$ cat src/rtl/lcd_fetch_sched.sv
// Blink screen-fetch scheduler: walks one display row of attribute pairs into a FIFO,
// sharing the physical address bus with the Z80. Define LCD_FETCH_STARVE_EN for the starvation guard.
module lcd_fetch_sched #(
    parameter int LINE_CHARS   = 106,
    parameter int FIFO_DEPTH   = 4,
    parameter int STARVE_LIMIT = 8
) (
    input  logic        mck,
    input  logic        rin,
    input  logic [10:0] sbr,
    input  logic [2:0]  row,
    input  logic        line_start,
    input  logic        cpu_req,
    input  logic [21:0] cpu_ma,
    output logic        cpu_gnt,
    output logic [21:0] ma,
    output logic        fetch_oe_n,
    input  logic [7:0]  mdi,
    output logic [15:0] fifo_data,
    output logic        fifo_valid,
    input  logic        fifo_ready,
    output logic        busy,
    output logic        line_done,
    output logic        overrun,
    input  logic        overrun_clr
);

    localparam int AW = (FIFO_DEPTH > 1) ? $clog2(FIFO_DEPTH) : 1;
    localparam int CW = AW + 1;
    localparam logic [6:0]    LAST_CHAR = 7'(LINE_CHARS - 1);
    localparam logic [CW-1:0] DEPTH_C   = CW'(FIFO_DEPTH);

    typedef enum logic [1:0] {IDLE, FETCH_LO, FETCH_HI, DONE} state_t;

    state_t        state;
    logic [2:0]    row_q;
    logic [6:0]    char_q;
    logic [7:0]    lo_byte;
    logic [15:0]   fifo_mem [FIFO_DEPTH];
    logic [AW-1:0] wr_ptr;
    logic [AW-1:0] rd_ptr;
    logic [CW-1:0] count;
    logic          want;
    logic          dma_own;
    logic          force_slot;
    logic          push;
    logic          pop;

    // The count gate on FETCH_LO reserves room for the pair before its low byte is read.
    assign want       = (state == FETCH_LO && count < DEPTH_C) || (state == FETCH_HI);
    assign dma_own    = want & (~cpu_req | force_slot);
    assign cpu_gnt    = cpu_req & ~dma_own;
    assign ma         = dma_own ? {sbr, row_q, char_q, (state == FETCH_HI)} : cpu_ma;
    assign fetch_oe_n = ~dma_own;

    assign push       = dma_own && (state == FETCH_HI);
    assign pop        = fifo_valid & fifo_ready;
    assign fifo_valid = (count != '0);
    assign fifo_data  = fifo_mem[rd_ptr];

`ifdef LCD_FETCH_STARVE_EN
    localparam int SW = $clog2(STARVE_LIMIT + 1);

    logic [SW-1:0] starve_cnt;
    logic [SW-1:0] starve_nxt;

    assign starve_nxt = starve_cnt + 1'b1;

    // Counts consecutive denied fetch cycles; force_slot steals the next cycle from the CPU.
    always_ff @(posedge mck or posedge rin) begin
        if (rin) begin
            starve_cnt <= '0;
            force_slot <= 1'b0;
        end else if (dma_own) begin
            starve_cnt <= '0;
            force_slot <= 1'b0;
        end else if (want && cpu_req && !force_slot) begin
            starve_cnt <= starve_nxt;
            force_slot <= (starve_nxt >= SW'(STARVE_LIMIT));
        end
    end
`else
    assign force_slot = 1'b0;
`endif

    always_ff @(posedge mck or posedge rin) begin
        if (rin) begin
            state     <= IDLE;
            busy      <= 1'b0;
            line_done <= 1'b0;
            row_q     <= '0;
            char_q    <= '0;
        end else begin
            case (state)
                IDLE: begin
                    line_done <= 1'b0;
                    if (line_start) begin
                        row_q  <= row;
                        char_q <= '0;
                        busy   <= 1'b1;
                        state  <= FETCH_LO;
                    end
                end
                FETCH_LO: begin
                    if (dma_own) state <= FETCH_HI;
                end
                FETCH_HI: begin
                    if (dma_own) begin
                        if (char_q == LAST_CHAR) begin
                            line_done <= 1'b1;
                            state     <= DONE;
                        end else begin
                            char_q <= char_q + 1'b1;
                            state  <= FETCH_LO;
                        end
                    end
                end
                DONE: begin
                    line_done <= 1'b0;
                    busy      <= 1'b0;
                    state     <= IDLE;
                end
                default: state <= IDLE;
            endcase
        end
    end

    // A new line_start during a row is recorded only; setting beats clearing.
    always_ff @(posedge mck or posedge rin) begin
        if (rin) begin
            overrun <= 1'b0;
        end else if (line_start && busy) begin
            overrun <= 1'b1;
        end else if (overrun_clr) begin
            overrun <= 1'b0;
        end
    end

    always_ff @(posedge mck) begin
        if (dma_own && state == FETCH_LO) lo_byte <= mdi;
        if (push) fifo_mem[wr_ptr] <= {mdi, lo_byte};
    end

    always_ff @(posedge mck or posedge rin) begin
        if (rin) begin
            wr_ptr <= '0;
            rd_ptr <= '0;
            count  <= '0;
        end else begin
            if (push) wr_ptr <= wr_ptr + 1'b1;
            if (pop)  rd_ptr <= rd_ptr + 1'b1;
            case ({push, pop})
                2'b10:   count <= count + 1'b1;
                2'b01:   count <= count - 1'b1;
                default: count <= count;
            endcase
        end
    end

endmodule

$ cat config.mk
export PLATFORM = sky130hd
export DESIGN_NAME = lcd_fetch_sched
export DESIGN_NICKNAME = d
export VERILOG_FILES = /design/src/rtl/lcd_fetch_sched.sv
export SDC_FILE = /design/constraint.sdc
export NUM_CORES = 1
export LEC_CHECK = 0
export CAP_MARGIN = 20
export CORE_UTILIZATION = 30
export DETAILED_ROUTE_END_ITERATION = 10
export GPL_ROUTABILITY_DRIVEN = 0
export SLEW_MARGIN = 0
export SYNTH_ARGS = -nofsm -noshare
export SYNTH_HDL_FRONTEND = slang
export SYNTH_SLANG_ARGS = --single-unit
export TNS_END_PERCENT = 10
$ cat constraint.sdc
create_clock -name mck -period 1.9 [get_ports mck]
set_input_delay 0.285 -clock mck [delete_from_list [all_inputs] [get_ports mck]]
set_output_delay 0.285 -clock mck [all_outputs]
set_load 0.02 [all_outputs]
* Word level (Yosys, flattened, before mapping)
Memory sizes are Yosys's and may differ from the RTL's.
Index checks and enable logic that the tools add are counted.
** Storage, ports and cells
- Memories :: 1
- Flip-flop bits (word level) :: 30
- Memory bits (writable) :: 64
- Bits of input ports :: 50
- Logic and storage cells :: 71
** Operators by class
- Magnitude comparators :: 1
- Eq/ne operators :: 11
- Reductions and logical operators :: 18
- Add/sub/neg operators :: 5
- Bitwise logic cells :: 5
- Multiplexer cells :: 20
** Memories
- fifo_mem :: depth 4, width 16, read ports 1, clocked after memory_dff 0, wr ports 1, RTL line 39 : logic [15:0] fifo_mem [FIFO_DEPTH];
** Operators with widths (number)
- 22-bit two-way mux :: 1
- 7-bit two-way mux :: 3
- 7-bit case mux with 2 select lines :: 1
- 2-bit nonzero test :: 5
- 2-bit two-way mux :: 4
- 2-bit != test, second input constant :: 4
- 2-bit case mux with 4 select lines :: 1
- 7-bit by 1-bit adder with 7-bit output, second input constant :: 1
- 7-bit == test, second input constant :: 1
- 1-bit two-way mux :: 7
- 2-bit == test, second input constant :: 3
- 3-bit case mux with 2 select lines :: 1
- 3-bit AND reduction :: 2
- 2-bit by 1-bit adder with 2-bit output, second input constant :: 2
- 2-bit by 1-bit == test with 1-bit output, second input constant :: 2
- 1-bit logical AND :: 4
- 1-bit case mux with 2 select lines :: 2
- 2-bit AND reduction :: 2
- 4-bit AND reduction :: 1
- 3-bit by 1-bit adder with 3-bit output, second input constant :: 1
- 1-bit AND :: 3
- 3-bit less-than comparator, second input constant :: 1
- 3-bit nonzero test :: 1
- 3-bit by 1-bit subtractor with 3-bit output, second input constant :: 1
- other kinds (5) :: 6

* Depth between registers and ports, before layout
Gate-level depths: netlist (run 1).
- Word-level depth :: 7
- Mapped depth :: 11
- Gate-level depth less buffers :: 11

* Worst setup path after synthesis (run 1)
No wires, ideal clock.
- Kind :: register to register
- From :: register state[0]
- To :: register count[2]
- Period minus slack after synthesis :: 2108 ps
- Data required time :: 1821 ps
- Slack :: -208 ps
- Setup time :: 79 ps
- Cell stages (with the launch flop) :: 12
- Arrival :: 2029 ps
- Cells stage by stage :: dfrtp_1 > inv_1 > ha_1 > inv_1 > nor2_1 > inv_1 > ha_1 > inv_1 > fa_1 > xor2_1 > nor2_1 > xor2_1
** Between the ends
- Word-level cells in the longest chain between the ends :: 7
** Ends and longest elaborated chain
- start, declared :: RTL line 35 : state_t state;
- start signal, assigned :: RTL line 88 : state <= IDLE;
- start signal, assigned :: RTL line 101 : state <= FETCH_LO;
- start signal, assigned :: RTL line 105 : if (dma_own) state <= FETCH_HI;
- 2-bit by 1-bit == test with 1-bit output :: RTL line 50 : assign want = (state == FETCH_LO && count < DEPTH_C) || (state == FETCH_HI);
- 1-bit logical AND :: RTL line 50
- 1-bit logical OR :: RTL line 50
- 1-bit AND :: RTL line 51 : assign dma_own = want & (~cpu_req | force_slot);
- 1-bit logical AND * :: RTL line 56 : assign push = dma_own && (state == FETCH_HI);
- 2-bit by 1-bit == test with 1-bit output or 2-bit == test (tied branches) :: RTL line 152 : case ({push, pop})
- 3-bit case mux with 2 select lines or 2-bit nonzero test (tied branches)
- end signal, assigned :: RTL line 153 : 2'b10: count <= count + 1'b1;
- end signal, assigned :: RTL line 154 : 2'b01: count <= count - 1'b1;
- end signal, assigned :: RTL line 155 : default: count <= count;
- end, declared :: RTL line 42 : logic [CW-1:0] count;
Mark *: on every way between the ends. The rest lies on a longest branch, timed or not.
A chain may end at the register's enable or synchronous reset.

* Worst setup path after layout (run 1)
- From :: register state[0]
- To :: output ma[21]
** Between the ends
- Word-level cells in the longest chain between the ends :: 5
** Ends and longest elaborated chain
- 2-bit by 1-bit == test with 1-bit output :: RTL line 50
- 1-bit logical AND :: RTL line 50
- 1-bit logical OR * :: RTL line 50
- 1-bit AND * :: RTL line 51
- 22-bit two-way mux * :: RTL line 53 : assign ma = dma_own ? {sbr, row_q, char_q, (state == FETCH_HI)} : cpu_ma;
- end, declared :: RTL line 16 : output logic [21:0] ma,
Marked as above.

==> results by group, run 1 <==
Placement
  • HPWL Detailed: 5920 um
  • DP Cell Count: 542
  • Port Buffers: 93
  • DP Worst Slack: -0.473 ns

Logic synthesis
  • Seq cells post-synth: 94
  • Sequential element share of the synthesized area: 0.649
  • Cells after synthesis: 251
  • Syn avg cell area: 16.7 um^2
  • Post-synth top area share: 0.517
  • Synth area leaders: edfxtp_1 (52%), dfrtp_1 (13%), mux4_2 (8.6%), mux2_4 (5.0%), ha_1 (3.6%)
  • Mapped Nets: 314
  • Post-Syn Area: 4180 um^2
  • Synth cell types: 42
  • Yosys warns: 0
  • Largest area contributor in the netlist: edfxtp_1

Cells and area
  • Layout cell share with drive strength beyond 1: 0.410
  • Cell Count, Final, Fillers Out: 569
  • Most common cell after layout, fill and taps aside: edfxtp_1
  • Nets: 451
  • # fillers: 1181
  • Most frequent cells in the layout: edfxtp_1 (72), clkdlybuf4s50_1 (52), buf_4 (34), buf_6 (24), dfrtp_1 (21)
  • Diode count: 0
  • Area Overhead vs Synth: 44.7%

Timing
  • Max-slew headroom: 0.761
  • Final min period: 2.24 ns
  • Hold slack: 0.296 ns
  • Clk_skew: 0.00564 ns
  • Tcrit/Tclk final: 1.18
  • Tightest Pin Transition: 0.359 ns
  • Slew Limit Fails: 0
  • Setup TNS: -6.87 ns
  • Max Clock Freq: 447 MHz
  • Final setup violating endpoints: 32
  • RSZ-0062 raised after global routing: true
  • Setup WS post-layout: -0.338 ns
  • Final hold violation count: 0

Routing
  • Post-route ant nets: 0
  • Vias: 2601
  • DR iter-0 viols: 111
  • Initial DRT Pass Iterations: 4
  • Wirelength per Cell: 15.5 um
  • Routed wire length: 8800 um
  • Post-route DRC: 0
  • Vias/cell: 4.57

Status
  • Failing checks: negative setup slack
  • Status: finished with violations

Hold path
  • Worst Hold Class: input port to asynchronous set/reset pin

Global routing
  • First-pass GRT wire length: 14300 um
  • Vias in the first global route: 2828
  • Antenna violations before repair: 0
  • All-Layer GR Usage: 0.129
  • Largest net degree at the start of global routing: 23
  • Gr ovfl total: 0

Power
  • Total power: 8.32 mW
  • PwrDens: 1370 nW/um^2
  • Maximum vdd drop: 0.000592 V
  • Leak: 2.40 nW

Run
  • Max cap viols: 0

Clocking
  • Reg clk slew, reported paths: 0.06 ns
  • CTS root buf: clkbuf_16
  • CTS tree: built
  • Clk_lat worst skew: 0.34 ns
  • Level count of the clock H-tree: 3
  • Num CTS Buffers: 9
  • Clock Sinks: 94
  • Max Buffers Root-to-Sink: 2

Critical path
  • Req. time, crit path: 1.62 ns
  • CP Capture Type: primary output
  • Critical path arrival: 1.95 ns
  • Setup CP Type: register to primary output
  • Worst-path maximum fanout: 7
  • Setup crit start kind: register
  • CP cell instances: inv_2 > ha_4 > inv_2 > a21o_1 > buf_6 > buf_12 > mux2_4 > buf_6
  • Crit-path slowest cell: dfrtp_2
  • Worst reg-to-reg setup slack: -0.15 ns
  • Crit path largest cell delay: 0.45 ns

Die
  • Initial Util: 0.312
  • Die width: 120 um
  • Die Y: 120 um
  • Num rows: 42
  • Core box area: 13400 um^2
  • I/O pin count: 94
  • Die area: 14400 um^2
-- repair_timing --
action,4_1_cts,5_1_grt
endpoints found under the setup margin,42,46
gates resized for setup,211,15
setup buffers,10,1
hold buffers,0,0
pin swaps,6,3
cloned,1,0
-- synthesized netlist by cell type, drive strengths merged --
master   instances
a21oi            3
fa               1
nor4             2
a21o             3
nor3             2
o22ai            1
nand4            1
nand4b           3
nand2b           2
a22o             3
nor2             5
and2             5
mux2i            4
nor2b            2
buf              7
o2111a           1
and3             1
a22oi            2
inv             14
a31oi            1
dfrtp           22
nand3            3
o31ai            2
xnor2            3
or3              1
or2              1
ha              12
mux4            16
nand2           13
xor2             3
clkbuf           5
mux2            23
nand4bb          1
edfxtp          72
o211ai           1
o21ai           10
-- registers in the layout, indices dropped and copies added (netlist names) --
signal     count
row_q          3
rd_ptr         2
fifo_mem      64
lo_byte        8
state          2
char_q         7
busy           1
count          3
wr_ptr         2
line_done      1
overrun        1
-- cell type report --
| type | instances | area, um^2 | share of cell area |
|---|---|---|---|
| well taps | 176 | 220 | 0.0364 |
| inverters | 14 | 52.6 | 0.00868 |
| clock buffers | 10 | 229 | 0.0378 |
| flip-flops and latches | 94 | 2710 | 0.449 |
| repair buffers | 138 | 1330 | 0.219 |
| multi-input cells | 131 | 1460 | 0.240 |
| clock inverters | 6 | 53.8 | 0.00889 |
-- worst paths after layout --
check	startpoint	end	depth (start not counted)
min in group mck	lo_byte[1]$_DFFE_PP_	fifo_mem[2][1]$_DFFE_PP_	0
hold / removal	rin	overrun$_DFFE_PP0P_	3
hold reg to reg	lo_byte[1]$_DFFE_PP_	fifo_mem[2][1]$_DFFE_PP_	0
setup / recovery	state[0]$_DFFE_PP0P_	ma[21]	8
max in group asynchronous	rin	state[0]$_DFFE_PP0P_	3
setup reg to reg	state[0]$_DFFE_PP0P_	char_q[3]$_DFFE_PP0P_	12
-- metal layers --
layer,part of all wire,vias to the layer above,global-route usage
met2,0.52,86,0.229
met5,0,-,0
met1,0.42,1276,0.156
li1,-,1231,-
met4,0.0056,0,0.0352
met3,0.049,8,0.0290
-- worst max-delay path, delay by kind of cell (launching register included) --
family          cells  cell delay (ns)
compound gates      1             0.20
fa+ha+maj           1             0.13
flops               1             0.45
buf+inv             5             0.53
mux                 1             0.30
-- where the power goes --
group	switching, mW	internal, mW
clock	0.784	0.911
combinational	1.83	2.02
sequential	0.201	2.57
total	2.81	5.50
-- through the flow --
step,area [um^2],utilization
floorplan,4200,-
global route,6050,0.452
CTS,6000,0.448
global placement,5630,0.420
detailed placement,5630,0.420
finish,6050,0.452
-- cell families (layout without fill, tap and decap cells) --
| group | Yosys count | in the layout | synth area share |
|---|---|---|---|
| buffers and inverters | 26 | 168 | 0.0305 |
| flip-flops | 94 | 94 | 0.649 |
| multiplexers | 43 | 43 | 0.170 |
| adder cells (fa/ha/maj) | 13 | 13 | 0.0407 |
| AND/OR/NAND/NOR | 42 | 42 | 0.0539 |
| XOR/XNOR | 6 | 6 | 0.0126 |
| AO/OA/AOI/OAI | 27 | 27 | 0.0434 |
(Power assumes the default switching activity.)
==> inputs of run 2 (changes only) <==
CAP_MARGIN = not set   (was 20)
REMOVE_ABC_BUFFERS = 1   (was not set)
==> run 2 against run 1 <==
  * The run still ends with negative setup slack left
  * Combinational power grew 7.0%
  * First-iteration DRC count grew 67%
  * Non-clock buffer count shrank 4
  * Sequential power is essentially flat
  * Clock power grew 7%
  * Critical path depth shrank 1
  * Setup slack gained 0.0074 ns
  * Fmax grew 0.33%
  * Total power grew 4.7%
  * Die area is the same
  * Sequential share of layout area shrank 0.89 points
  * Critical endpoint is now ma[18]
  * Largest power group unchanged
==> results by group, run 2 (synthesized netlist as in run 1, its figures left out) <==
Critical path
  • Crit-path slowest cell: dfrtp_2
  • Critical path arrival: 1.95 ns
  • Worst-path maximum fanout: 6
  • Crit path largest cell delay: 0.45 ns
  • Worst R2R Start: state[0]$_DFFE_PP0P_
  • Setup CP Type: register to primary output
  • Crit path max-delay family: flip-flops
  • R2R cell count: 13
  • Req. time, crit path: 1.62 ns
  • Crit path buffers/inverters: 3
  • CP Capture Type: primary output
  • R2R Path End: char_q[0]$_DFFE_PP0P_
  • Worst reg-to-reg setup slack: -0.16 ns
  • CP cell instances: inv_2 > ha_4 > nand2b_4 > a21o_4 > buf_16 > mux2_4 > buf_6
  • Setup crit start kind: register

Cells and area
  • Area Overhead vs Synth: 47.7%
  • Biggest register: fifo_mem
  • Diode count: 0
  • Layout cell share with drive strength beyond 1: 0.427
  • Most common cell after layout, fill and taps aside: edfxtp_1
  • Largest regs: fifo_mem: 64 flops, lo_byte: 8 flops, char_q: 7 flops
  • Number of flip-flops in the largest register: 64
  • Nets: 447
  • Cell area after layout: 6180 um^2
  • Cell Count, Final, Fillers Out: 565
  • Most frequent cells in the layout: edfxtp_1 (72), clkdlybuf4s50_1 (52), buf_6 (31), buf_4 (24), dfrtp_1 (20)

Timing
  • Setup WS post-layout: -0.330 ns
  • Slew Limit Fails: 0
  • Max Clock Freq: 448 MHz
  • Final setup violating endpoints: 41
  • Final hold violation count: 0
  • Max-slew headroom: 0.751
  • RSZ-0062 raised after global routing: true
  • Tcrit/Tclk final: 1.17
  • Clk_skew: 0.0121 ns
  • Tightest Pin Transition: 0.374 ns
  • Hold slack: 0.290 ns
  • Final min period: 2.23 ns

Clocking
  • CTS root buf: clkbuf_16
  • Max Buffers Root-to-Sink: 2
  • Clock Sinks: 94
  • Clk_lat worst skew: 0.34 ns
  • Hold-fix buffers, CTS: 0
  • CTS tree: built
  • Num CTS Buffers: 9
  • Level count of the clock H-tree: 3
  • Reg clk slew, reported paths: 0.08 ns

Global routing
  • Largest net degree at the start of global routing: 23
  • Vias in the first global route: 2787
  • Antenna violations before repair: 0
  • All-Layer GR Usage: 0.132
  • First-pass GRT wire length: 14500 um
  • Gr ovfl total: 0

Run
  • Max cap viols: 0

Power
  • Leak: 2.44 nW
  • Maximum vdd drop: 0.000716 V
  • Total power: 8.71 mW
  • PwrDens: 1410 nW/um^2

Placement
  • DP Cell Count: 537
  • HPWL Detailed: 5750 um
  • DP Worst Slack: -0.386 ns
  • Port Buffers: 93
  • Placed cell areas: 5560 um^2

Die
  • Num rows: 42
  • Initial Util: 0.312
  • Die width: 120 um
  • I/O pin count: 94
  • Core box area: 13400 um^2
  • Die area: 14400 um^2
  • Die Y: 120 um

Routing
  • Post-route DRC: 0
  • Post-route ant nets: 0
  • Wirelength per Cell: 16.1 um
  • Vias/cell: 4.67
  • Routed wire length: 9100 um
  • DR iter-0 viols: 185
  • Initial DRT Pass Iterations: 4
  • Vias: 2641

Status
  • Status: finished with violations
  • Failing checks: negative setup slack

Hold path
  • Worst Hold Class: input port to asynchronous set/reset pin
[run 2: cell types whose count changed in the layout (fill, tap and decap cells not counted), moves of 2 or more]
cell	delta
nor3_1	+2
o21ai_2	+2
inv_4	+2
clkinv_8	+3
buf_2	-3
buf_4	-10
nor3_2	-2
buf_6	+7
o21ai_0	-5
o21ai_1	+3
[run 2: worst max-delay path by stage]
stage	slack [ns]	cells after the start	from	to
2_1_floorplan	-0.63	5	state[0]$_DFFE_PP0P_	ma[1]
3_3_place_gp	-0.36	5	cpu_req	ma[21]
3_5_place_dp	-0.39	5	cpu_req	ma[21]
4_1_cts	-0.31	7	state[1]$_DFFE_PP0P_	ma[9]
5_1_grt	-0.38	7	state[1]$_DFFE_PP0P_	ma[6]
6_report	-0.33	7	state[1]$_DFFE_PP0P_	ma[18]
[run 2: worst reg2reg max path, cell delays in order, from the launching register on]
cell and delay, ns:
dfrtp_2 0.44, inv_4 0.06, buf_6 0.11, buf_6 0.10, buf_6 0.10, buf_6 0.10
buf_6 0.10, buf_6 0.11, ha_4 0.19, nor2b_4 0.15, buf_6 0.14, nor4_2 0.15
a22oi_1 0.11, o21ai_1 0.11
[run 2: area by class of cell]
cell class	instances	area (um^2)
Fill cell	1184	7220
Sequential cell	94	2720
Tap cell	176	220
Multi-Input combinational cell	131	1490
Inverter	14	57.6
Timing Repair Buffer	134	1380
Clock buffer	9	225
Clock inverter	7	86.3
[run 2: repair_timing]
action                                  in CTS  in global routing
gates cloned                                 3                  0
pin swaps                                    4                 11
endpoints found under the setup margin      42                104
gates resized for setup                    232                 34
buffers inserted                             8                  1
[run 2: metal layers]
| metal | GRT usage | wire (um) | vias up |
|---|---|---|---|
| met4 | 0.0398 | 105 | 0 |
| met1 | 0.167 | 3970 | 1316 |
| met2 | 0.225 | 4560 | 91 |
| li1 | - | - | 1220 |
| met3 | 0.0295 | 460 | 14 |
| met5 | 0 | 0 | - |
[run 2: through the flow]
step                      utilization  TNS [ns]
after global placement          0.415     -8.16
after global routing            0.461    -11.18
final                           0.461     -7.83
after CTS                       0.452     -8.45
after floorplan                     -    -33.22
after detailed placement        0.415     -8.68
[run 2: power breakdown]
| group | internal (mW) | leakage [nW] | switching (mW) |
|---|---|---|---|
| sequential | 2.57 | 0.922 | 0.219 |
| combinational | 2.21 | 1.36 | 1.91 |
| clock | 0.942 | 0.151 | 0.865 |
==> RTL change 1, RTL diff (flow settings as in run 2) <==
The 4 states of `state_t` get a Gray code encoding in 2 bits.
--- a/src/rtl/lcd_fetch_sched.sv
+++ b/src/rtl/lcd_fetch_sched.sv
@@ -31,5 +31,5 @@
     localparam logic [CW-1:0] DEPTH_C   = CW'(FIFO_DEPTH);
 
-    typedef enum logic [1:0] {IDLE, FETCH_LO, FETCH_HI, DONE} state_t;
+    typedef enum logic [1:0] {IDLE = 2'b00, FETCH_LO = 2'b01, FETCH_HI = 2'b11, DONE = 2'b10} state_t;
 
     state_t        state;
Formal check against the unedited RTL: no difference found for any inputs over 10 cycles, from zero or initial values; not proved beyond that.
==> RTL change 1 against run 2 <==
- the run still ends with negative setup slack left
- cell area down 8.4%
- routed wire length decreased by 14%
- worst hold slack improved by 0.0099 ns
- clock skew shrank 0.0064 ns
- synthesized area is 4.5% lower
- power shrank 12%
- worst setup slack better by 0.30 ns
- sequential cell count unchanged
- largest cell class unchanged
==> RTL change 1: results (changes against run 2) <==
The flow ran to the end, but the final reports show violations. The final reports fail on negative setup slack. The combinational share of power is 0.397 (-0.076). For the via count of the first global-routing pass, the log shows 2614 (-6.2%). The clock-pin slew of the registers on the worst-case setup and hold paths works out to 0.06 ns (-0.02 ns). The run gives 0.0472 (+0.0177) as the met3 routing resource usage after global routing.

Sorting the synthesized cells by how often they occur yields edfxtp_1, dfrtp_1, mux2_1. The multi-input combinational gate total was 116 (-11%); the share of cell area taken by multi-input logic gates was 0.221 (-0.0204). The average via count per standard cell came out at 4.53 (-3.2%). The first-pass GRT wire length is 13200 um (-9.2%), and the proportion of cell area spent on the clock network is 0.0524 (+0.00195). The logs give 412 (-7.8%) for the net count of the finished layout and 229 (-8.8%) for the cell count after synthesis.

The non-clock buffer total of the final layout is 122 (-9.0%). The number of non-clock inverters in the layout is 11 (-3). The depth of the worst register-to-register path is 10 (-3), and the net switching fraction of the power is 0.325 (-0.0186). For the critical path data arrival time, the log shows 1.64 ns (-0.31 ns).

The tools report the switching power total as 2.50 mW (-17%). By area the synthesized netlist is led by edfxtp_1, dfrtp_1, mux4_2. The run gives 0.00575 ns (-0.00636 ns) as the clock skew after layout. The number of setup violations in the final report is 21 (-49%).

The headroom to the max-slew limit came out at 0.804 (+0.0529). The met2 wire length came out at 3740 um (-18%). The tools report the violation count after the first detailed-routing iteration as 140 (-24%).

For the sequential element share of the synthesized area, the log shows 0.680 (+0.0309). Following the worst setup path forward leads to its endpoint at ma[14]. The global-route track usage on met2 is 0.203 (-0.0215). The setup slack on the worst flop-to-flop path came out at 0.06 ns (+0.22 ns). The logs give 0.123 (-0.00912) for the total global-route track usage and 5370 sq um (-3.4%) for the total cell area at the placement stage. Count of unique library cells instantiated by Yosys: 46 (+9.5%). The tools report the worst-case vdd ir drop as 0.558 mV (-22%). The worst setup margin came out at -0.0284 ns (+0.302 ns).

For the detailed placer's ending HPWL, the log shows 5260 um (-8.4%). The routed metal-1 wirelength was 3420 um (-14%); the area of the core was 12800 sq um (-4.7%). The critical path's top delay family was buffers and inverters.
[RTL change 1: cell count changes in the layout (fill, tap and decap cells not counted), sizes merged, moves of 3 or more]
cell	run 2	this run
a21oi	3	6
a22o	3	0
buf	80	67
ha	12	7
inv	17	12
nand2	13	8
nand3	3	11
o21ai	10	6
[RTL change 1: worst min-delay path by stage]
stage / startpoint / end / slack (ns)
after floorplan: rin / busy / 0.27
after global placement: lo_byte[0] / fifo_mem[2][0] / 0.47
after detailed placement: line_done / line_done / 0.48
after CTS: rin / state[0] / 0.30
after global routing: rin / char_q[0] / 0.36
final: rin / row_q[0] / 0.30
[RTL change 1: cell families (layout without fill, tap and decap cells)]
group / count (synthesis) / in the layout / synth area share
fa+ha+maj: 8 / 8 / 0.0270
flops: 94 / 94 / 0.680
compound gates: 21 / 21 / 0.0345
mux: 42 / 42 / 0.163
xor+xnor: 6 / 6 / 0.0132
buf+inv: 19 / 149 / 0.0235
simple gates: 39 / 39 / 0.0596
==> RTL change 2, RTL diff (flow settings as in run 2) <==
Without the edit above. Add a define of `LCD_FETCH_STARVE_EN`.
--- a/src/rtl/lcd_fetch_sched.sv
+++ b/src/rtl/lcd_fetch_sched.sv
@@ -1,4 +1,6 @@
 // Blink screen-fetch scheduler: walks one display row of attribute pairs into a FIFO,
 // sharing the physical address bus with the Z80. Define LCD_FETCH_STARVE_EN for the starvation guard.
+`define LCD_FETCH_STARVE_EN
+
 module lcd_fetch_sched #(
     parameter int LINE_CHARS   = 106,
Formal check against the unedited RTL: not equivalent (Yosys sat finds a counterexample within 10 cycles, from zero or initial values).
==> RTL change 2 against run 2 <==
- the flow still finishes with violations (negative setup slack)
- power fell by 1.7%
- routed wire length up 2.0%
- synthesized area rose by 2.8%
- cell area fell by 0.12%
- critical path depth unchanged
- sequential cell count grew 5
- sequential power grew 6%
- worst setup slack worse by 0.043 ns
- critical path type unchanged
- largest cell class unchanged
==> RTL change 2: results (changes against run 2) <==
The total instance count after detailed placement was 567 (+5.6%). The tools report the net count of the finished layout as 468 (+4.7%). The share of async-settable or async-resettable flops after synthesis works out to 0.273 (+0.0387).

The routed metal-1 wirelength came out at 4090 um (+2.8%). Cell count after synthesis: 268 (+6.8%). The routed length per instance was 15.8 um (-2.2%); the yosys synthesis warning count was 0 (unchanged). The violation count after the first detailed-routing iteration was 137 (-26%); the met3 routing resource usage after global routing was 0.0384 (+0.00892).

The number of setup violations in the final report is 39 (-4.9%). For the largest net degree at the start of global routing, the log shows 28 (+22%). For the clock insertion delay at the later pin of the skew report, the log shows 0.34 ns (about the same).

For the number of cells upsized or downsized after cts, the log shows 226 (-2.6%). The number of buffers inserted during clock tree synthesis is 9 (unchanged), and the met1 track demand over resource is 0.166 (about the same). The global-route track usage on met2 was 0.229 (+0.00419); the leakage power total was 2.43 nW (-0.26%). The standard cell with the maximum stage delay on the critical path is dfrtp_1. The CTS root buffer was clkbuf_16. Smallest hold slack: 0.316 ns (+0.0263 ns). The worst register-to-register path ends at count[2].

The total global-route track usage is 0.135 (+0.00337). The checks that failed: negative setup slack. The tools report the met2 wire length as 4480 um (-1.7%).

The element type at the critical path start is a flip-flop. The depth of the worst register-to-register path is 10 (-3). The share of final-layout standard cells stronger than drive strength 1 is 0.374 (-0.0527).

The commonest cells after synthesis are edfxtp_1, dfrtp_1, mux2_2. The slew of the pin with the lowest slew margin was 0.423 ns (+0.0490 ns). The run gives 0.660 (+0.0115) as the sequential element share of the synthesized area. The worst setup margin is -0.374 ns (-0.0433 ns), and the detailed placer's ending HPWL is 6300 um (+9.7%).

Following the worst setup path forward leads to its endpoint at ma[19]. The tools report the worst-case vdd ir drop as 0.579 mV (-19%). The tools report the wire length on met3 as 591 um (+28%). Counting flops per register, the top entry is fifo_mem. In this run the critical register-to-register path is launched from state[1]. The critical path data arrival time was 1.99 ns (+0.04 ns); the first-pass GRT wire length was 15000 um (+3.2%).

Sorting the synthesized cells by area gives the leading types as edfxtp_1, dfrtp_1, mux4_2. For the count of unique library cells instantiated by Yosys, the log shows 36 (-14%). The tools report the post-CTS setup-driven buffer insertion count as 7 (-1). The H-tree depth was 3 (unchanged); the maximum count of clock buffers along a single path was 2 (unchanged). The run finished, with violations left. The area share of the leading cell type in the synthesized netlist is 0.503 (-0.0140), and the clock-pin slew of the registers on the worst-case setup and hold paths is 0.07 ns. The clock skew after layout came out at 0.00795 ns (-0.00416 ns).

The count of vias placed by the detailed router is 2750 (+4.1%), and the maximum fanout along the worst path is 8 (+2). The tools report the number of max-slew violations in the final report as 0 (unchanged). The total of fill cells in the finished design came out at 1245 (+5.2%). The path category of the worst min-delay check is input port to asynchronous set/reset pin. The average via count per standard cell was 4.67 (-0.12%). In the final layout, the registers with the most flip-flops are fifo_mem (64), lo_byte (8), char_q (7). The maximum cell stage delay along the critical path is 0.41 ns (-0.04 ns), and the via count of the first global-routing pass is 2909 (+4.4%). For the initial antenna violation count, the log shows 0 (unchanged). The count of buffers inserted at the top-level ports is 93 (unchanged). The critical path's top delay family is buffers and inverters.
## RTL change 2: cell count changes in the layout (fill, tap and decap cells not counted), moves of 4 or more
cell	before	now
buf_6	31	23
and3_1	0	4
nand4_1	1	5
buf_4	24	33
nor2_1	2	9
mux2_4	18	13
dfrtp_1	20	27
o21ai_0	3	10
and2_1	4	0
mux2_2	5	11
## RTL change 2: metrics by stage
step	setup WS, ns	setup TNS (ns)	power [mW]	utilization	cell area, sq um
floorplan	-0.533	-15.73	4.97	-	4260
global placement	-0.447	-11.33	6.65	0.413	5750
detailed placement	-0.507	-12.90	6.72	0.413	5750
CTS	-0.394	-9.68	8.60	0.439	6110
global route	-0.429	-10.37	9.08	0.443	6170
finish	-0.374	-7.81	8.57	0.443	6170
## RTL change 2: layout make-up
| cell class | instances | area (sq um) | share of cell area |
|---|---|---|---|
| repair buffers | 134 | 1280 | 0.207 |
| inverters | 12 | 45.0 | 0.00730 |
| flip-flops and latches | 99 | 2840 | 0.460 |
| well taps | 180 | 225 | 0.0365 |
| clock buffers | 9 | 225 | 0.0365 |
| multi-input cells | 148 | 1500 | 0.243 |
| clock inverters | 7 | 60.1 | 0.00974 |
## RTL change 2: logic make-up (layout without fill, tap and decap cells)
group / count (synthesis) / after routing / share of synthesized area
compound gates: 28 / 28 / 0.0390
simple gates: 55 / 55 / 0.0687
buf+inv: 21 / 162 / 0.0198
fa+ha+maj: 14 / 14 / 0.0425
xor+xnor: 9 / 9 / 0.0183
flops: 99 / 99 / 0.660
mux: 42 / 42 / 0.151
## RTL change 2: worst min-delay path, cell delays in order
cell and delay, ns:
clkdlybuf4s50_1 0.40, inv_1 0.05, buf_4 0.34
## RTL change 2: report_power, final
part,total [mW],internal (mW),switching [mW]
Combinational,3.86,2.00,1.86
Clock,1.74,0.911,0.824
Sequential,2.97,2.72,0.255
